==> src/rtl/tea_stream_adapter.sv <==
`timescale 1ns/1ps
// Byte-stream wrapper around the TEA encrypt core: packs bytes MSB-first into two
// half-words, launches the core, waits (with timeout) and serialises the result.
module tea_stream_adapter #(
  parameter int DATA_WIDTH     = 32,
  parameter int TIMEOUT_CYCLES = 255,
  parameter int TIMEOUT_WIDTH  = 8,
  parameter int COUNT_WIDTH    = 16
) (
  input  logic                   clk,
  input  logic                   rst,
  input  logic [7:0]             in_data,
  input  logic                   in_valid,
  input  logic                   in_last,
  output logic                   in_ready,
  output logic [7:0]             out_data,
  output logic                   out_valid,
  output logic                   out_last,
  input  logic                   out_ready,
  output logic                   core_start,
  output logic [DATA_WIDTH-1:0]  core_v0,
  output logic [DATA_WIDTH-1:0]  core_v1,
  input  logic                   core_ready,
  input  logic [DATA_WIDTH-1:0]  core_o0,
  input  logic [DATA_WIDTH-1:0]  core_o1,
  output logic                   timeout_err,
  output logic [COUNT_WIDTH-1:0] block_count
);

  localparam int NB = 2 * DATA_WIDTH / 8;
  localparam int BW = 2 * DATA_WIDTH;
  localparam int CW = (NB > 1) ? $clog2(NB) : 1;
  localparam logic [CW-1:0] LAST_IDX = CW'(NB - 1);
  localparam logic [TIMEOUT_WIDTH-1:0] TIMER_MAX = TIMEOUT_WIDTH'(TIMEOUT_CYCLES - 1);

  localparam logic [1:0] S_FILL   = 2'd0;
  localparam logic [1:0] S_LAUNCH = 2'd1;
  localparam logic [1:0] S_WAIT   = 2'd2;
  localparam logic [1:0] S_DRAIN  = 2'd3;

  logic [1:0]               state;
  logic [BW-1:0]            in_buf;
  logic [BW-1:0]            out_buf;
  logic [CW-1:0]            byte_cnt;
  logic [CW-1:0]            out_cnt;
  logic [TIMEOUT_WIDTH-1:0] timer;
  logic                     last_flag;

  // Handshake: a byte moves on in_valid && in_ready (FILL only); an output byte
  // moves on out_valid && out_ready (DRAIN only); outputs hold while stalled.
  assign in_ready   = (state == S_FILL);
  assign out_valid  = (state == S_DRAIN);
  assign out_data   = out_valid ? out_buf[BW-1 -: 8] : 8'd0;
  assign out_last   = out_valid && last_flag && (out_cnt == LAST_IDX);
  assign core_start = (state == S_LAUNCH);
  assign core_v0    = in_buf[BW-1 -: DATA_WIDTH];
  assign core_v1    = in_buf[DATA_WIDTH-1:0];

  always_ff @(posedge clk) begin
    if (rst) begin
      state       <= S_FILL;
      in_buf      <= '0;
      out_buf     <= '0;
      byte_cnt    <= '0;
      out_cnt     <= '0;
      timer       <= '0;
      last_flag   <= 1'b0;
      timeout_err <= 1'b0;
      block_count <= '0;
    end else begin
      case (state)
        S_FILL: begin
          if (in_valid) begin
            for (int i = 0; i < NB; i++) begin
              if (byte_cnt == CW'(i)) in_buf[(NB-1-i)*8 +: 8] <= in_data;
            end
            if (in_last || byte_cnt == LAST_IDX) begin
              state     <= S_LAUNCH;
              last_flag <= in_last;
              byte_cnt  <= '0;
            end else begin
              byte_cnt <= byte_cnt + 1'b1;
            end
          end
        end
        S_LAUNCH: begin
          timer <= '0;
          state <= S_WAIT;
        end
        S_WAIT: begin
          // A done pulse on the last allowed cycle still counts as success.
          if (core_ready) begin
            out_buf <= {core_o0, core_o1};
            out_cnt <= '0;
            state   <= S_DRAIN;
          end else if (timer == TIMER_MAX) begin
            timeout_err <= 1'b1;
            in_buf      <= '0;
            last_flag   <= 1'b0;
            state       <= S_FILL;
          end else begin
            timer <= timer + 1'b1;
          end
        end
        S_DRAIN: begin
          if (out_ready) begin
            out_buf <= out_buf << 8;
            if (out_cnt == LAST_IDX) begin
              block_count <= block_count + 1'b1;
              out_cnt     <= '0;
              last_flag   <= 1'b0;
              in_buf      <= '0;
              state       <= S_FILL;
            end else begin
              out_cnt <= out_cnt + 1'b1;
            end
          end
        end
        default: state <= S_FILL;
      endcase
    end
  end

endmodule

==> config.mk <==
export PLATFORM = sky130hd
export DESIGN_NAME = tea_stream_adapter
export DESIGN_NICKNAME = d
export VERILOG_FILES = /design/src/rtl/tea_stream_adapter.sv
export SDC_FILE = /design/constraint.sdc
export NUM_CORES = 1
export LEC_CHECK = 0
export CORE_MARGIN = 2
export CORE_UTILIZATION = 35
export DETAILED_ROUTE_END_ITERATION = 12
export MAX_ROUTING_LAYER = met4
export SLEW_MARGIN = 20
export SYNTH_ARGS = -nofsm -noshare
export SYNTH_HDL_FRONTEND = slang
export SYNTH_SLANG_ARGS = --single-unit
==> constraint.sdc <==
create_clock -name clk -period 2.09 [get_ports clk]
set_clock_uncertainty 0.2 [all_clocks]
set_input_delay 0.418 -clock clk [delete_from_list [all_inputs] [get_ports clk]]
set_output_delay 0.418 -clock clk [all_outputs]
set_load 0.01 [all_outputs]
# [Yosys cells after proc, flatten, opt, wreduce, memory -nomap -nowiden]
# Index checks and enable logic that the tools add are counted.
[word_totals] out_inout_bits=93 elab_cells=113 register_bits=162
[classes] n_eq_ne=29 mux=40 n_addsub=4 n_bitwise=1 reduce_logical=23
[op_table] op="64-bit two-way mux" n=7
[op_table] op="64-bit one-hot mux with 3 select lines" n=1
[op_table] op="64-bit one-hot mux with 2 select lines" n=1
[op_table] op="8-bit two-way mux" n=11
[op_table] op="7-bit AND reduction" n=9
[op_table] op="2-bit by 1-bit != test with 1-bit output (second input constant)" n=11
[op_table] op="16-bit by 1-bit adder with 16-bit output (second input constant)" n=1
[op_table] op="8-bit one-hot mux with 2 select lines" n=1
[op_table] op="3-bit equality test (second input constant)" n=5
[op_table] op="2-bit two-way mux" n=6
[op_table] op="3-bit two-way mux" n=4
[op_table] op="3-bit AND reduction" n=4
[op_table] op="2-bit != test (second input constant)" n=5
[op_table] op="8-bit by 1-bit adder with 8-bit output (second input constant)" n=1
[op_table] op="8-bit equality test (second input constant)" n=1
[op_table] op="2-bit one-hot mux with 4 select lines" n=1
[op_table] op="3-bit by 1-bit adder with 3-bit output (second input constant)" n=2
[op_table] op="3-bit by 2-bit equality test with 1-bit output (second input constant)" n=2
[op_table] op="1-bit two-way mux" n=6
[op_table] op="3-bit one-hot mux with 2 select lines" n=1
[op_table] op="5-bit AND reduction" n=1
[op_table] op="2-bit equality test (second input constant)" n=2
[op_table] op="2-bit nonzero test" n=2
[op_table] op="3-bit by 1-bit equality test with 1-bit output (second input constant)" n=1
[op_table] op="other kinds (10)" n=11

# [Depth between registers and ports, before layout]
# Gate-level depths: netlist of the first run.
[depth] depth_word=5 ltp_mapped=7 depth_no_buf=6

# [Worst setup path after synthesis of the first run]
# OpenSTA, ideal clock, no wires.
[synth_path] kind="reg2reg" from="register out_cnt[0]" to="register in_buf[10]" path_slack_ns=-0.070 t_arrival_ns=1.887 n_path_buf=1 setup_ns=0.073 stages_incl_launch_ff=8 path_cell_list="dfxtp_1 ha_1 ha_1 and4_4 nor3_4 a21o_1 buf_4 mux2i_1"
[synth_via] elab_chain_cells=3
[synth_lines] item="start: declaration" line="45" text="logic [CW-1:0] out_cnt;"
[synth_lines] item="start signal: assignment" line="115" text="out_cnt <= out_cnt + 1'b1;"
[synth_lines] item="3-bit equality test" line="108" text="if (out_cnt == LAST_IDX) begin"
[synth_lines] item="2-bit by 1-bit != test with 1-bit output (no line)"
[synth_lines] item="7-bit AND reduction (no line)"
[synth_lines] item="end signal: indexed assignment" line="75" text="if (byte_cnt == CW'(i)) in_buf[(NB-1-i)*8 +: 8] <= in_data;"
[synth_lines] item="end: declaration" line="42" text="logic [BW-1:0] in_buf;"
# Every way passes these cells.
# A chain may end at the register's enable or synchronous reset.

# [Final worst setup path of the first run]
[layout_path] from="register block_count[7]" to="output block_count[7]"
[layout_lines] item="start: declaration" line="27" text="output logic [COUNT_WIDTH-1:0] block_count"
[layout_lines] item="start signal: assignment" line="109" text="block_count <= block_count + 1'b1;"
# No word-level cell between the ends.

==> results.toml, run 1 <==
[status]
outcome = "completed"

[logic_synthesis]
yosysTopAreaCell = "dfxtp_1"
synth_fp_nets = 867
yosys_most_used_dff = "dfxtp_1"
netlist_top_cells_area = "dfxtp_1 (46%), mux2i_1 (9.5%), nand2_1 (7.4%)"
yosysSeqAreaShare_pct = 45.99
syn_area_um2 = 7052
synth.avg_cell_area_um2 = 9.064
synthCells = 778
synth_warnings = 0
yosysUniqueCellTypes = 49
async_reset_ff_share_pct = 0
synth_edf_count = 0
synth_top_area_share_pct = 45.99
synth.ff_latch_count = 162

[timing]
hold_ws_ps = 231.1
hold_viol_final = 0
finalMaxSlewViolations = 0
relSlewSlack_pct = 54.33
fmax_mhz = 491.1
finalCriticalPeriod_ps = 2036
tightest_slew_ps = 685.0
tns_ps = 0
min_period_over_period_pct = 97.43
setup_violations = 0
worst_slack_ps = 53.64

[clocking]
tritoncts = "built"
ctsHtreeMaxLevel = 4
cts.path.max_buffers = 2
root_buffer = "clkbuf_16"
clkLatencyLatePin_ps = 410
cts_buffers = 17
cts_sinks = 162
postCtsHoldBufs = 0
path_clk_slew_ps = 60

[finish]
fin_area_um2 = 9988
syn_to_final_growth_pct = 41.64
seq_area_um2 = 3256
diodes = 0
fillers = 1897
multiInputGateArea_um2 = 3567
final-instance-count-excl-fill = 1246
drive_gt1_share_pct = 11.93
final_nets = 1057

[global_route]
track_usage_pct = 18.01
grt_antenna_before_repair = 0
gr-total-overflow = 0
grt_first_pass_wirelength_mm = 30.18
grt_max_degree = 66
grt_pass1_vias = 5785

[setup_path]
critical_path_class = "reg -> out"
endpoint_kind = "primary output"
crit_slowest_cell = "clkdlybuf4s50_1"
path_max_fanout = 6
timing.rr.end = "in_buf[2]"
r2r_start = "out_cnt[0]"
path_delay_family = "buffers and inverters"
critPathRequiredTime_ps = 1470
crit_arrival_ps = 1420
critical_path_buf_inv_count = 1
worstPathCellList = "clkdlybuf4s50_1"
critPathLaunchType = "flop"
slowest_delay_ps = 580
r2r_slack_ps = 90
reg2regPathDepth = 8

[die]
die_width_um = 145.9
die_h_um = 145.9
io_pins = 171
core_area_um2 = 19590
start_util_pct = 36.00
dieArea_um2 = 21300
num_rows = 51

[placement]
placed_area_um2 = 9330
io_buffers = 170
dp.cells = 1209
dp_slack_ps = -231.7
gp_congestion = 0.7493
dp_hpwl_mm = 13.12

[hold_path]
min-delay-path-class = "in -> reg"
hold_path_startpoint = "rst"
hold-path-endpoint = "last_flag"
min_path_cells = 4

[routing]
route.vias.total = 6042
ant_nets = 0
drc = 0
wl_per_cell_um = 15.03
via_per_inst = 4.849
wl_mm = 18.73
drt-pass1-iter-count = 4
drt_iter0_drc = 255

[power]
p_leak_nw = 3.814
powerDensity_nw_per_um2 = 731.9
ir_drop_mv = 0.5922

[job]
cap_violations = 0
==> layout make-up <==
class                      count  area share (%)
multi-input combinational    556           35.71
sequential                   162           32.59
timing repair buffer         224           22.56
clock buffer                  21           4.510
tap                          265           3.320
clock inverter                11           1.040
inverter                       7          0.2631
==> per-stage QoR <==
step / power (mW) / utilization, %
2_1_floorplan: 3.921 / -
3_3_place_gp: 4.425 / 47.63
3_5_place_dp: 4.432 / 47.63
4_1_cts: 7.401 / 50.69
5_1_grt: 7.632 / 50.99
6_report: 7.310 / 50.99
==> worst max-delay path by stage <==
| stage | start | end | slack, ps | depth (start not counted) |
|---|---|---|---|---|
| after floorplan | out_cnt[0] | block_count[13] | 5 | 7 |
| after global placement | out_ready | block_count[14] | -190 | 5 |
| after detailed placement | out_ready | in_buf[2] | -230 | 6 |
| after CTS | out_cnt[0] | out_last | 3 | 4 |
| after global routing | out_cnt[0] | in_buf[57] | -2 | 8 |
| final | block_count[7] | block_count[7] | 50 | 1 |
==> cells in the mapped netlist (6+ instances only) <==
library cell	count
o21ai_0	7
a21oi_1	20
buf_2	10
a22oi_1	8
a311oi_1	56
nand2_1	139
ha_1	11
mux2i_1	67
and3_1	12
nand2b_1	70
clkbuf_1	36
xor2_1	9
or3_1	6
nand4_1	6
nor2_1	85
dfxtp_1	162
inv_1	6
nand3_1	13
==> placed cells by master (no fill, tap or decap), types with 2 or more instances in the layout <==
cell type | Yosys | final
clkbuf_1 | 36 | 3
o31ai_1 | 5 | 5
mux2i_1 | 67 | 67
o21ai_0 | 7 | 7
nor2_1 | 85 | 83
xor2_1 | 9 | 9
a21oi_4 | 5 | 5
a311oi_1 | 56 | 56
a21oi_1 | 20 | 20
nand2b_1 | 70 | 70
inv_1 | 6 | 6
a21o_1 | 3 | 3
clkbuf_16 | 0 | 17
and3_1 | 12 | 12
clkinv_2 | 0 | 2
nand3_1 | 13 | 13
buf_4 | 3 | 41
inv_6 | 0 | 3
and4_1 | 3 | 3
ha_1 | 11 | 9
nand2_1 | 139 | 137
ha_4 | 0 | 2
o211ai_1 | 3 | 3
and2_1 | 3 | 2
nand2_2 | 0 | 2
buf_12 | 1 | 13
nor2_2 | 0 | 2
dfxtp_1 | 162 | 154
clkinvlp_4 | 0 | 5
dfxtp_2 | 0 | 7
a22oi_1 | 8 | 8
dlygate4sd2_1 | 0 | 12
clkdlybuf4s50_1 | 0 | 154
nand4_1 | 6 | 6
or4_1 | 5 | 5
or3_1 | 6 | 6
==> worst min-delay path, stage by stage <==
cell     delay (ps)
buf_4           130
nor2_2          100
nand2_1          80
mux2i_1          60
==> state kept, by name (all words and copies together), names as in the netlist <==
signal / flops
byte_cnt: 3
block_count: 16
state: 2
out_cnt: 3
timer: 8
last_flag: 1
in_buf: 64
timeout_err: 1
out_buf: 64
==> metal layers <==
layer / vias up / routed length (um) / global-route usage, %
li1: 3080 / - / -
met1: 2831 / 8946 / 23.58
met2: 113 / 8886 / 28.28
met3: 18 / 597 / 2.978
met4: 0 / 296 / 6.078
met5: - / 0 / -
==> logic make-up after synthesis <==
kind of cell	count (synthesis)	share of synthesized area (%)
compound gates	112	12.67
simple gates	354	24.18
buf+inv	60	4.081
xor+xnor	10	1.242
fa+ha+maj	11	1.952
flops	162	45.99
mux	69	9.883
==> repair_timing <==
item | in CTS | in global routing
endpoints found under the setup margin | 80 | 54
pin swaps | 0 | 1
buffers inserted | 2 | 4
gates resized for setup | 26 | 9
endpoints found under the hold margin | 0 | 0
==> where the power goes <==
group,switching (mW),total (mW),internal (mW)
Sequential,0.0808,3.32,3.24
Clock,1.26,2.94,1.68
Combinational,0.494,1.05,0.554
Power figures use the tool's default switching activity.
==> run 2, diff against run 1 <==
- CTS_BUF_LIST: default -> sky130_fd_sc_hd__clkbuf_4 sky130_fd_sc_hd__clkbuf_8
==> results.toml, run 2 (synthesized netlist as in run 1, its figures left out) <==
[status]
outcome = "completed"

[global_route]
grt_antenna_before_repair = 0
grt_pass1_vias = 5763
grt_max_degree = 66
grt_first_pass_wirelength_mm = 30.15
track_usage_pct = 17.96
gr-total-overflow = 0

[hold_path]
min_path_cells = 4
min-delay-path-class = "in -> reg"
hold_path_startpoint = "rst"
hold-path-endpoint = "last_flag"

[finish]
reg.largest.list = "in_buf x64, out_buf x64, block_count x16"
fin_area_um2 = 9822
final_nets = 1057
diodes = 0
final_common_cell = "clkdlybuf4s50_1"
syn_to_final_growth_pct = 39.28
drive_gt1_share_pct = 13.05
mostFrequentLayoutCells = "clkdlybuf4s50_1 (151), dfxtp_1 (150), nand2_1 (137)"
utilization_pct = 50.14

[die]
io_pins = 171
core_area_um2 = 19590
dieArea_um2 = 21300
die_width_um = 145.9
start_util_pct = 36.00
num_rows = 51
die_h_um = 145.9

[setup_path]
timing.rr.end = "in_buf[33]"
r2r_start = "state[1]"
r2r_slack_ps = 120
critPathLaunchType = "flop"
critical_path_buf_inv_count = 1
path_max_fanout = 4
critPathRequiredTime_ps = 1470
path_delay_family = "flip-flops"
crit_arrival_ps = 1390
slowest_delay_ps = 340
endpoint_kind = "primary output"
crit_top_cell = "ha_4"
crit_slowest_cell = "dfxtp_2"
reg2regPathDepth = 5
critical_path_class = "reg -> out"
worst-path-stages = 4
worstPathCellList = "ha_4 -> ha_4 -> and3_1 -> buf_4"

[placement]
placed_area_um2 = 9330
io_buffers = 170
dp_hpwl_mm = 13.12
gp_congestion = 0.7493

[routing]
via_per_inst = 4.834
route.vias.total = 6023
drt-pass1-iter-count = 5
wl_mm = 18.70
drt_iter0_drc = 289
ant_nets = 0
wl_per_cell_um = 15.01
drc = 0

[clocking]
cts.path.max_buffers = 2
root_buffer = "clkbuf_8"
path_clk_slew_ps = 80
cts_sinks = 162
clkLatencyLatePin_ps = 440
cts_buffers = 17
postCtsHoldBufs = 0
tritoncts = "built"
ctsHtreeMaxLevel = 4

[timing]
hold_viol_final = 0
finalCriticalPeriod_ps = 2012
tightest_slew_ps = 673.9
hold_ws_ps = 205.2
min_period_over_period_pct = 96.27
relSlewSlack_pct = 55.07
finalMaxSlewViolations = 0
fmax_mhz = 497.0
setup_violations = 0

[power]
swShare_pct = 26.56
p_int_mw = 4.810
powerDensity_nw_per_um2 = 666.9
combPwrFrac_pct = 16.1
p_leak_nw = 3.766
clock_power_share_pct = 33.3
switching_power_mw = 1.740
seqPwrFrac_pct = 50.6
ir_drop_mv = 0.3935

[job]
cap_violations = 0
==> run 2: repair_timing <==
action,in CTS,in global routing
setup endpoints to repair,85,24
pin swaps,0,1
gates resized for setup,36,19
gates cloned,0,0
buffers inserted,3,2
==> run 2: layout make-up <==
type / instances / area, um^2
Fill cell: 1923 / 9768
Multi-Input combinational cell: 556 / 3576
Sequential cell: 162 / 3263
Timing Repair Buffer: 224 / 2251
Tap cell: 265 / 331.6
Clock buffer: 21 / 270.3
Clock inverter: 11 / 103.9
Inverter: 7 / 26.28
==> run 2: tightest hold or removal path, delay by kind of cell <==
family	cells	cell delay, ps
and+or+nand+nor	2	180
muxes	1	60
buffers and inverters	1	130
==> run 2: per-layer routing <==
layer	wire, um	vias to the layer above	track usage, %
met4	261	0	5.049
met3	588	15	3.542
li1	-	3078	-
met1	8918	2817	23.58
met5	0	-	-
met2	8937	113	28.18
==> run 2: worst max-delay path by stage <==
stage | start | endpoint | slack (ps)
CTS | out_cnt[0] | out_last | -0.9
floorplan | out_cnt[0] | block_count[13] | 5
detailed placement | out_ready | in_buf[2] | -230
global route | out_cnt[0] | out_last | -0.2
global placement | out_ready | block_count[14] | -190
finish | out_cnt[0] | out_last | 80
==> run 2: power groups by stage <==
stage	clock network, mW	logic, mW	registers, mW
floorplan	0	0.525	3.40
global placement	0	1.04	3.39
detailed placement	0	1.04	3.39
CTS	2.27	1.06	3.32
global route	2.40	1.14	3.33
finish	2.18	1.05	3.32
==> run 2: metrics by stage <==
step / std cells / TNS (ps) / power [mW] / setup WS [ps]
4_1_cts: 1244 / -0.9229 / 6.646 / -0.9229
2_1_floorplan: 778 / 0 / 3.921 / 4.674
3_3_place_gp: 1209 / -15050 / 4.425 / -187.2
3_5_place_dp: 1209 / -17350 / 4.432 / -231.7
6_report: 1246 / 0 / 6.550 / 78.05
5_1_grt: 1246 / -0.2300 / 6.877 / -0.2300
